## src/rtl/mmio_led_pwm_ctrl.sv

```systemverilog
// Multi-channel MMIO LED controller: static, PWM and blink modes per channel, frame-shadowed duty.
// Optional MMIO_LED_BREATHE_EN turns mode 11 into a triangle-ramp "breathe" mode (else mode 11 = off).
module mmio_led_pwm_ctrl #(
  parameter int unsigned     NUM_CH       = 4,
  parameter int unsigned     PWM_BITS     = 8,
  parameter int unsigned     XLEN         = 32,
  parameter int unsigned     ALEN         = 32,
  parameter logic [ALEN-1:0] BASE_ADDR    = 32'hFFFF_FF00,
  parameter logic [15:0]     PRESCALE_RST = 16'd0
) (
  input  logic              clk,
  input  logic              rst_n,
  input  logic              bus_valid_i,
  input  logic              bus_we_i,
  input  logic [ALEN-1:0]   bus_addr_i,
  input  logic [XLEN-1:0]   bus_wdata_i,
  output logic [XLEN-1:0]   bus_rdata_o,
  output logic              bus_rvalid_o,
  output logic              bus_err_o,
  output logic [NUM_CH-1:0] led_o,
  output logic              frame_o
);

  localparam int unsigned         DutyBase = 4;
  localparam logic [5:0]          LastWord = 6'(DutyBase + NUM_CH - 1);
  localparam logic [PWM_BITS-1:0] PwmMax   = '1;

  // Register file
  logic [NUM_CH-1:0]   led_out_q;
  logic [2*NUM_CH-1:0] mode_q;
  logic [15:0]         prescale_q;
  logic [7:0]          blink_period_q;
  logic [PWM_BITS-1:0] shadow_q [NUM_CH];
  logic [PWM_BITS-1:0] active_q [NUM_CH];

  // Timing state
  logic [15:0]         pre_cnt_q;
  logic [PWM_BITS-1:0] pwm_cnt_q;
  logic [7:0]          frame_cnt_q;
  logic                blink_ph_q;

  // Registered outputs
  logic [NUM_CH-1:0]   led_q, led_d;
  logic                frame_q;
  logic [XLEN-1:0]     rdata_q, rdata_d;
  logic                rvalid_q;
  logic                err_q;

  logic              win_hit, mapped, rd_acc;
  logic [5:0]        word;
  logic              wr_led, wr_mode, wr_pre, wr_blink;
  logic [NUM_CH-1:0] wr_duty;
  logic              tick, wrap;
  logic [NUM_CH-1:0] breathe_on;
  logic              unused_bus;

  // Address decode; byte lanes [1:0] are not decoded
  assign win_hit  = bus_valid_i && (bus_addr_i[ALEN-1:8] == BASE_ADDR[ALEN-1:8]);
  assign word     = bus_addr_i[7:2];
  assign mapped   = (word <= LastWord);
  assign rd_acc   = win_hit && !bus_we_i;
  assign wr_led   = win_hit && bus_we_i && (word == 6'd0);
  assign wr_mode  = win_hit && bus_we_i && (word == 6'd1);
  assign wr_pre   = win_hit && bus_we_i && (word == 6'd2);
  assign wr_blink = win_hit && bus_we_i && (word == 6'd3);

  assign unused_bus = ^{bus_addr_i[1:0], bus_wdata_i};

  always_comb begin
    wr_duty = '0;
    for (int i = 0; i < NUM_CH; i++) begin
      wr_duty[i] = win_hit && bus_we_i && (word == 6'(DutyBase + i));
    end
  end

  always_comb begin
    rdata_d = '0;
    if (rd_acc && mapped) begin
      case (word)
        6'd0:    rdata_d[NUM_CH-1:0]   = led_out_q;
        6'd1:    rdata_d[2*NUM_CH-1:0] = mode_q;
        6'd2:    rdata_d[15:0]         = prescale_q;
        6'd3:    rdata_d[7:0]          = blink_period_q;
        default: begin
          for (int i = 0; i < NUM_CH; i++) begin
            if (word == 6'(DutyBase + i)) rdata_d[PWM_BITS-1:0] = shadow_q[i];
          end
        end
      endcase
    end
  end

  // A PRESCALE write restarts the frame, so the wrap it would coincide with is dropped
  assign tick = (pre_cnt_q == prescale_q);
  assign wrap = tick && (pwm_cnt_q == PwmMax) && !wr_pre;

  always_ff @(posedge clk) begin
    if (!rst_n) begin
      led_out_q      <= '0;
      mode_q         <= '0;
      prescale_q     <= PRESCALE_RST;
      blink_period_q <= '0;
      rdata_q        <= '0;
      rvalid_q       <= 1'b0;
      err_q          <= 1'b0;
    end else begin
      if (wr_led)   led_out_q      <= bus_wdata_i[NUM_CH-1:0];
      if (wr_mode)  mode_q         <= bus_wdata_i[2*NUM_CH-1:0];
      if (wr_pre)   prescale_q     <= bus_wdata_i[15:0];
      if (wr_blink) blink_period_q <= bus_wdata_i[7:0];
      rdata_q  <= rdata_d;
      rvalid_q <= rd_acc;
      err_q    <= win_hit && !mapped;
    end
  end

  always_ff @(posedge clk) begin
    if (!rst_n) begin
      pre_cnt_q   <= '0;
      pwm_cnt_q   <= '0;
      frame_cnt_q <= '0;
      blink_ph_q  <= 1'b0;
      frame_q     <= 1'b0;
    end else begin
      if (wr_pre) begin
        pre_cnt_q <= '0;
        pwm_cnt_q <= '0;
      end else if (tick) begin
        pre_cnt_q <= '0;
        pwm_cnt_q <= pwm_cnt_q + PWM_BITS'(1);
      end else begin
        pre_cnt_q <= pre_cnt_q + 16'd1;
      end
      if (wrap) begin
        if (frame_cnt_q == blink_period_q) begin
          frame_cnt_q <= '0;
          blink_ph_q  <= !blink_ph_q;
        end else begin
          frame_cnt_q <= frame_cnt_q + 8'd1;
        end
      end
      frame_q <= wrap;
    end
  end

  // Duty shadow/active pair; a write landing on the wrap goes straight to active
  always_ff @(posedge clk) begin
    if (!rst_n) begin
      for (int i = 0; i < NUM_CH; i++) begin
        shadow_q[i] <= '0;
        active_q[i] <= '0;
      end
    end else begin
      for (int i = 0; i < NUM_CH; i++) begin
        if (wr_duty[i]) shadow_q[i] <= bus_wdata_i[PWM_BITS-1:0];
        if (wrap) active_q[i] <= wr_duty[i] ? bus_wdata_i[PWM_BITS-1:0] : shadow_q[i];
      end
    end
  end

`ifdef MMIO_LED_BREATHE_EN
  logic [PWM_BITS-1:0] ramp_q [NUM_CH];
  logic [NUM_CH-1:0]   ramp_up_q;

  // Ramp restarts from 0 (rising) whenever a channel newly enters mode 11
  always_ff @(posedge clk) begin
    if (!rst_n) begin
      for (int i = 0; i < NUM_CH; i++) ramp_q[i] <= '0;
      ramp_up_q <= '1;
    end else begin
      for (int i = 0; i < NUM_CH; i++) begin
        if (wr_mode && (bus_wdata_i[2*i +: 2] == 2'b11) && (mode_q[2*i +: 2] != 2'b11)) begin
          ramp_q[i]    <= '0;
          ramp_up_q[i] <= 1'b1;
        end else if (wrap) begin
          if (ramp_up_q[i]) begin
            if (ramp_q[i] == PwmMax) begin
              ramp_q[i]    <= PwmMax - PWM_BITS'(1);
              ramp_up_q[i] <= 1'b0;
            end else begin
              ramp_q[i] <= ramp_q[i] + PWM_BITS'(1);
            end
          end else begin
            if (ramp_q[i] == '0) begin
              ramp_q[i]    <= PWM_BITS'(1);
              ramp_up_q[i] <= 1'b1;
            end else begin
              ramp_q[i] <= ramp_q[i] - PWM_BITS'(1);
            end
          end
        end
      end
    end
  end

  always_comb begin
    breathe_on = '0;
    for (int i = 0; i < NUM_CH; i++) breathe_on[i] = (pwm_cnt_q < ramp_q[i]);
  end
`else
  assign breathe_on = '0;
`endif

  always_comb begin
    led_d = '0;
    for (int i = 0; i < NUM_CH; i++) begin
      unique case (mode_q[2*i +: 2])
        2'b00:   led_d[i] = led_out_q[i];
        2'b01:   led_d[i] = (pwm_cnt_q < active_q[i]);
        2'b10:   led_d[i] = blink_ph_q && (pwm_cnt_q < active_q[i]);
        default: led_d[i] = breathe_on[i];
      endcase
    end
  end

  always_ff @(posedge clk) begin
    if (!rst_n) led_q <= '0;
    else        led_q <= led_d;
  end

  assign bus_rdata_o  = rdata_q;
  assign bus_rvalid_o = rvalid_q;
  assign bus_err_o    = err_q;
  assign led_o        = led_q;
  assign frame_o      = frame_q;

endmodule

```

## config.mk

```make
export PLATFORM = sky130hd
export DESIGN_NAME = mmio_led_pwm_ctrl
export DESIGN_NICKNAME = d
export VERILOG_FILES = /design/src/rtl/mmio_led_pwm_ctrl.sv
export SDC_FILE = /design/constraint.sdc
export NUM_CORES = 1
export LEC_CHECK = 0
export ABC_AREA = 1
export CORE_MARGIN = 3
export CORE_UTILIZATION = 30
export DETAILED_ROUTE_END_ITERATION = 10
export PLACE_DENSITY = 0.54
export SLEW_MARGIN = 40
export SYNTH_ARGS = -nofsm -noshare
export SYNTH_HDL_FRONTEND = slang
export SYNTH_SLANG_ARGS = --single-unit
```

## constraint.sdc

```tcl
create_clock -name clk -period 3.25 [get_ports clk]
set_clock_uncertainty 0.15 [all_clocks]
set_input_delay 0.65 -clock clk [delete_from_list [all_inputs] [get_ports clk]]
set_output_delay 0.65 -clock clk [all_outputs]
set_load 0.01 [all_outputs]
```

==> results.md <==
* Largest family of logic cells by synthesized area: simple AND/OR/NAND/NOR gates
* Max Slew Vio Count at 0
* Critical path data required time at 3.20 ns
* Post-placement cell area at 9350 sq um
* Root Buffer: clkbuf_16
* Synthesized area at 8180 sq um
* Design Power at ~4.3 mW
* Synth warn at 0
* RSZ-0062 raised after global routing: false
* Synth top area cells: edfxtp_1 23%, dfxtp_1 23%, nor2_1 8.3%
* TritonCTS buffer count at 17
* Yosys top cell by area: edfxtp_1
* Post-synthesis mux area share at 0
* Synth Area in Adders at 0.0474
* Worst slew pin tran at 0.670 ns
* Synthesized flop and latch total at 156
* PnR worst setup slack at 0.675 ns
* Worst path cell trace: clkdlybuf4s50_1, nand2_1, nor2_1, nand2_1, nor2_1, nand3_1, inv_1, nand3_1, nand2_1
* VDD IR max at 256 uV
* Via count at 6872
* Final period util at 0.792
* Multi-input gate area in the final layout at 3650 sq um
* CP startpoint kind: input pin
* Pleak at 3.89 nW
* PortBufs at 72
* Cts repair resizes at 0
* Postcts setup bufs at 0
* Fin crit period at 2.57 ns
* Via-per-instance ratio at 4.65
* Bufs on Longest Clock Path at 2
* Hpwl dp at approximately 17000 um
* Status: completed
* Number of library cell types mapped by synthesis at 39
* Post-Place Cells at approximately 1400
* Post-route ant nets at 0
* Most frequent cells in the layout: 180 x nor2_1, 168 x nand2_1, 137 x inv_1, 92 x dfxtp_1, 90 x a21oi_1
* Area share of the largest cell type after synthesis at 0.235
* Boundary Pins at 107
* Synth Area in Compound Gates at 0.126
* Most common cell after layout, fill and taps aside: nor2_1
* Final WL at 22600 um
* Area delta synth->final at 21.2%
* Clock slew at the register clock pins of the worst setup and hold paths at 0.07 ns
* CTS tree: yes
* Global-route wire length before repair at 35400 um
* Pre-antenna DRT Iters at 5
* Final setup fails at 0
* Largest stage delay, worst path at 0.49 ns
* Setup WS pre-CTS at 0.188 ns
* Die Y at 171 um
* Sequential share of the synthesized area at 0.460
* H-tree depth at 4
* Final GP Congestion at 0.876
* Share of post-route cells with drive strength above 1 at 0.0866
* Slew HR at 0.551
* Worst Hold Class: register to register
* Critical-path top delay cell: clkdlybuf4s50_1
* Largest net degree at the start of global routing at 42
* Worst hold slack at 0.337 ns
* Worst R2R Path Depth at 8
* PwrDens at 432 nW/um^2
* WP depth at 9
* Buf/Inv on CP at 2
* Die area at 29300 sq um
* Fill cells at between 2000 and 3000
* Post-Syn Instances at a little over 1000
* CP Max Fanout at 8
* Vias in the first global route at about 6400
* Most common cell type on the critical path: nand2_1
* Ant. Diodes at 0
* Core area at 26400 sq um
* Max cap viols at 0
* Hold_buf cts at 0
* Non-Filler Instances at around 1500
* Total gr overflow at 0
* CP startpoint: bus_addr_i[17]
* Initial Util at 0.310
* Routed len/inst at 15.3 um
* Critical path class: input pin to register
* R2R Setup Slk at 0.77 ns
* Highest clock rate at 0.388 GHz
* Die X at 171 um
* Layout Nets at 1229
* Setup crit end: shadow_q[0][1]$_SDFFCE_PN0P_
* CP endpoint kind: register
* Post-Syn Area per Cell at 7.90 sq um
* Synth Area in Simple Gates at 0.242
* Post-route cell area at 9910 sq um
* Critical path's top delay family: simple AND/OR/NAND/NOR gates
* CTS Sinks at 156
* Antenna violations before repair at 0
* Critical Path AT at 2.52 ns
* Register Area at 3760 sq um
* Total track usage at 0.158
* 1st-iter DRT viols at between 400 and 500
* Rows at about 60
* Total Neg Setup Slack at 0 ns
* DRC violations left at 0
* Final hold vios at 0
* Clock network latency to the later pin of the worst-skew pair at 0.43 ns
* FF-to-FF End: active_q[2][2]$_SDFFCE_PN0P_
* Xor and xnor area share after synthesis at 0.0236
* Reg2reg start: pwm_cnt_q[1]$_SDFFE_PP0N_
* Final Util at 0.375
==> registers in the layout, summed over array words and instances (netlist names) <==
| name | flops |
|---|---|
| mode_q | 8 |
| bus_rvalid_o | 1 |
| active_q | 32 |
| pwm_cnt_q | 8 |
| shadow_q | 32 |
| frame_o | 1 |
| prescale_q | 16 |
| blink_ph_q | 1 |
| pre_cnt_q | 16 |
| led_o | 4 |
| frame_cnt_q | 8 |
| bus_err_o | 1 |
| bus_rdata_o | 16 |
| led_out_q | 4 |
| blink_period_q | 8 |
==> metal layers <==
| layer | wire [um] | GRT usage |
|---|---|---|
| met5 | 0 | 0 |
| met3 | 1340 | 0.0356 |
| met2 | 10100 | 0.244 |
| met1 | 10700 | 0.220 |
| met4 | 479 | 0.0504 |
==> worst min-delay path by stage <==
stage | cells past startpoint | startpoint | slack, ns | endpoint
2_1_floorplan | 1 | pre_cnt_q[0]$_SDFF_PP0_ | 0.29 | pre_cnt_q[0]$_SDFF_PP0_
3_3_place_gp | 2 | led_out_q[3]$_SDFFE_PN0P_ | 0.32 | led_out_q[3]$_SDFFE_PN0P_
3_5_place_dp | 2 | led_out_q[3]$_SDFFE_PN0P_ | 0.32 | led_out_q[3]$_SDFFE_PN0P_
4_1_cts | 2 | led_out_q[3]$_SDFFE_PN0P_ | 0.33 | led_out_q[3]$_SDFFE_PN0P_
5_1_grt | 2 | prescale_q[10]$_SDFFE_PN0P_ | 0.36 | bus_rdata_o[10]$_SDFF_PN0_
6_report | 2 | prescale_q[10]$_SDFFE_PN0P_ | 0.34 | bus_rdata_o[10]$_SDFF_PN0_
==> final cells by class <==
cell class	instances	share of cell area
Sequential cell	156	0.380
Tap cell	335	0.0423
Clock buffer	19	0.0457
Multi-Input combinational cell	705	0.368
Timing Repair Buffer	103	0.0975
Clock inverter	13	0.0107
Inverter	147	0.0557
==> power breakdown <==
group	switching [mW]	internal, mW	total (mW)
clock network	0.857	1.04	1.89
registers	0.0207	2.08	2.10
logic	0.174	0.115	0.289
total	1.05	3.23	4.28
==> cell families (layout without fill, tap and decap cells) <==
logic type      Yosys count  in the layout
buf+inv                 190            282
fa+ha+maj                31             31
compound gates          174            174
flops                   156            156
other cells               1             16
xor+xnor                 22             22
simple gates            462            462
==> worst reg2reg max path, stage by stage (launching register included) <==
cell	delay, ns
dfxtp_1	0.51
ha_1	0.26
nand3_1	0.12
nor4_1	0.29
nand3_1	0.20
nor2_1	0.27
nor2_1	0.06
inv_1	0.10
buf_12	0.20
==> cell usage after synthesis <==
library cell / instances
and2_1: 1
nand4_1: 17
nor3_2: 2
buf_6: 4
xnor2_1: 9
nor2_2: 7
nor4_1: 3
o221ai_1: 2
nor2_1: 180
or2_2: 3
inv_1: 137
a211oi_2: 8
nor3_1: 36
clkinv_1: 1
ha_1: 31
o21a_1: 4
xor2_1: 13
o2111ai_1: 4
dfxtp_1: 92
o22ai_1: 10
a21oi_1: 90
inv_2: 9
buf_4: 18
a211oi_1: 17
and3_1: 1
conb_1: 1
nand3_1: 32
nand3_4: 1
o21ai_0: 35
a2bb2oi_1: 1
nand2_2: 2
edfxtp_1: 64
o211ai_1: 3
nor3b_1: 6
nor2_4: 2
nor3_4: 1
buf_2: 9
clkbuf_1: 12
nand2_1: 168
Power figures use the tool's default switching activity.
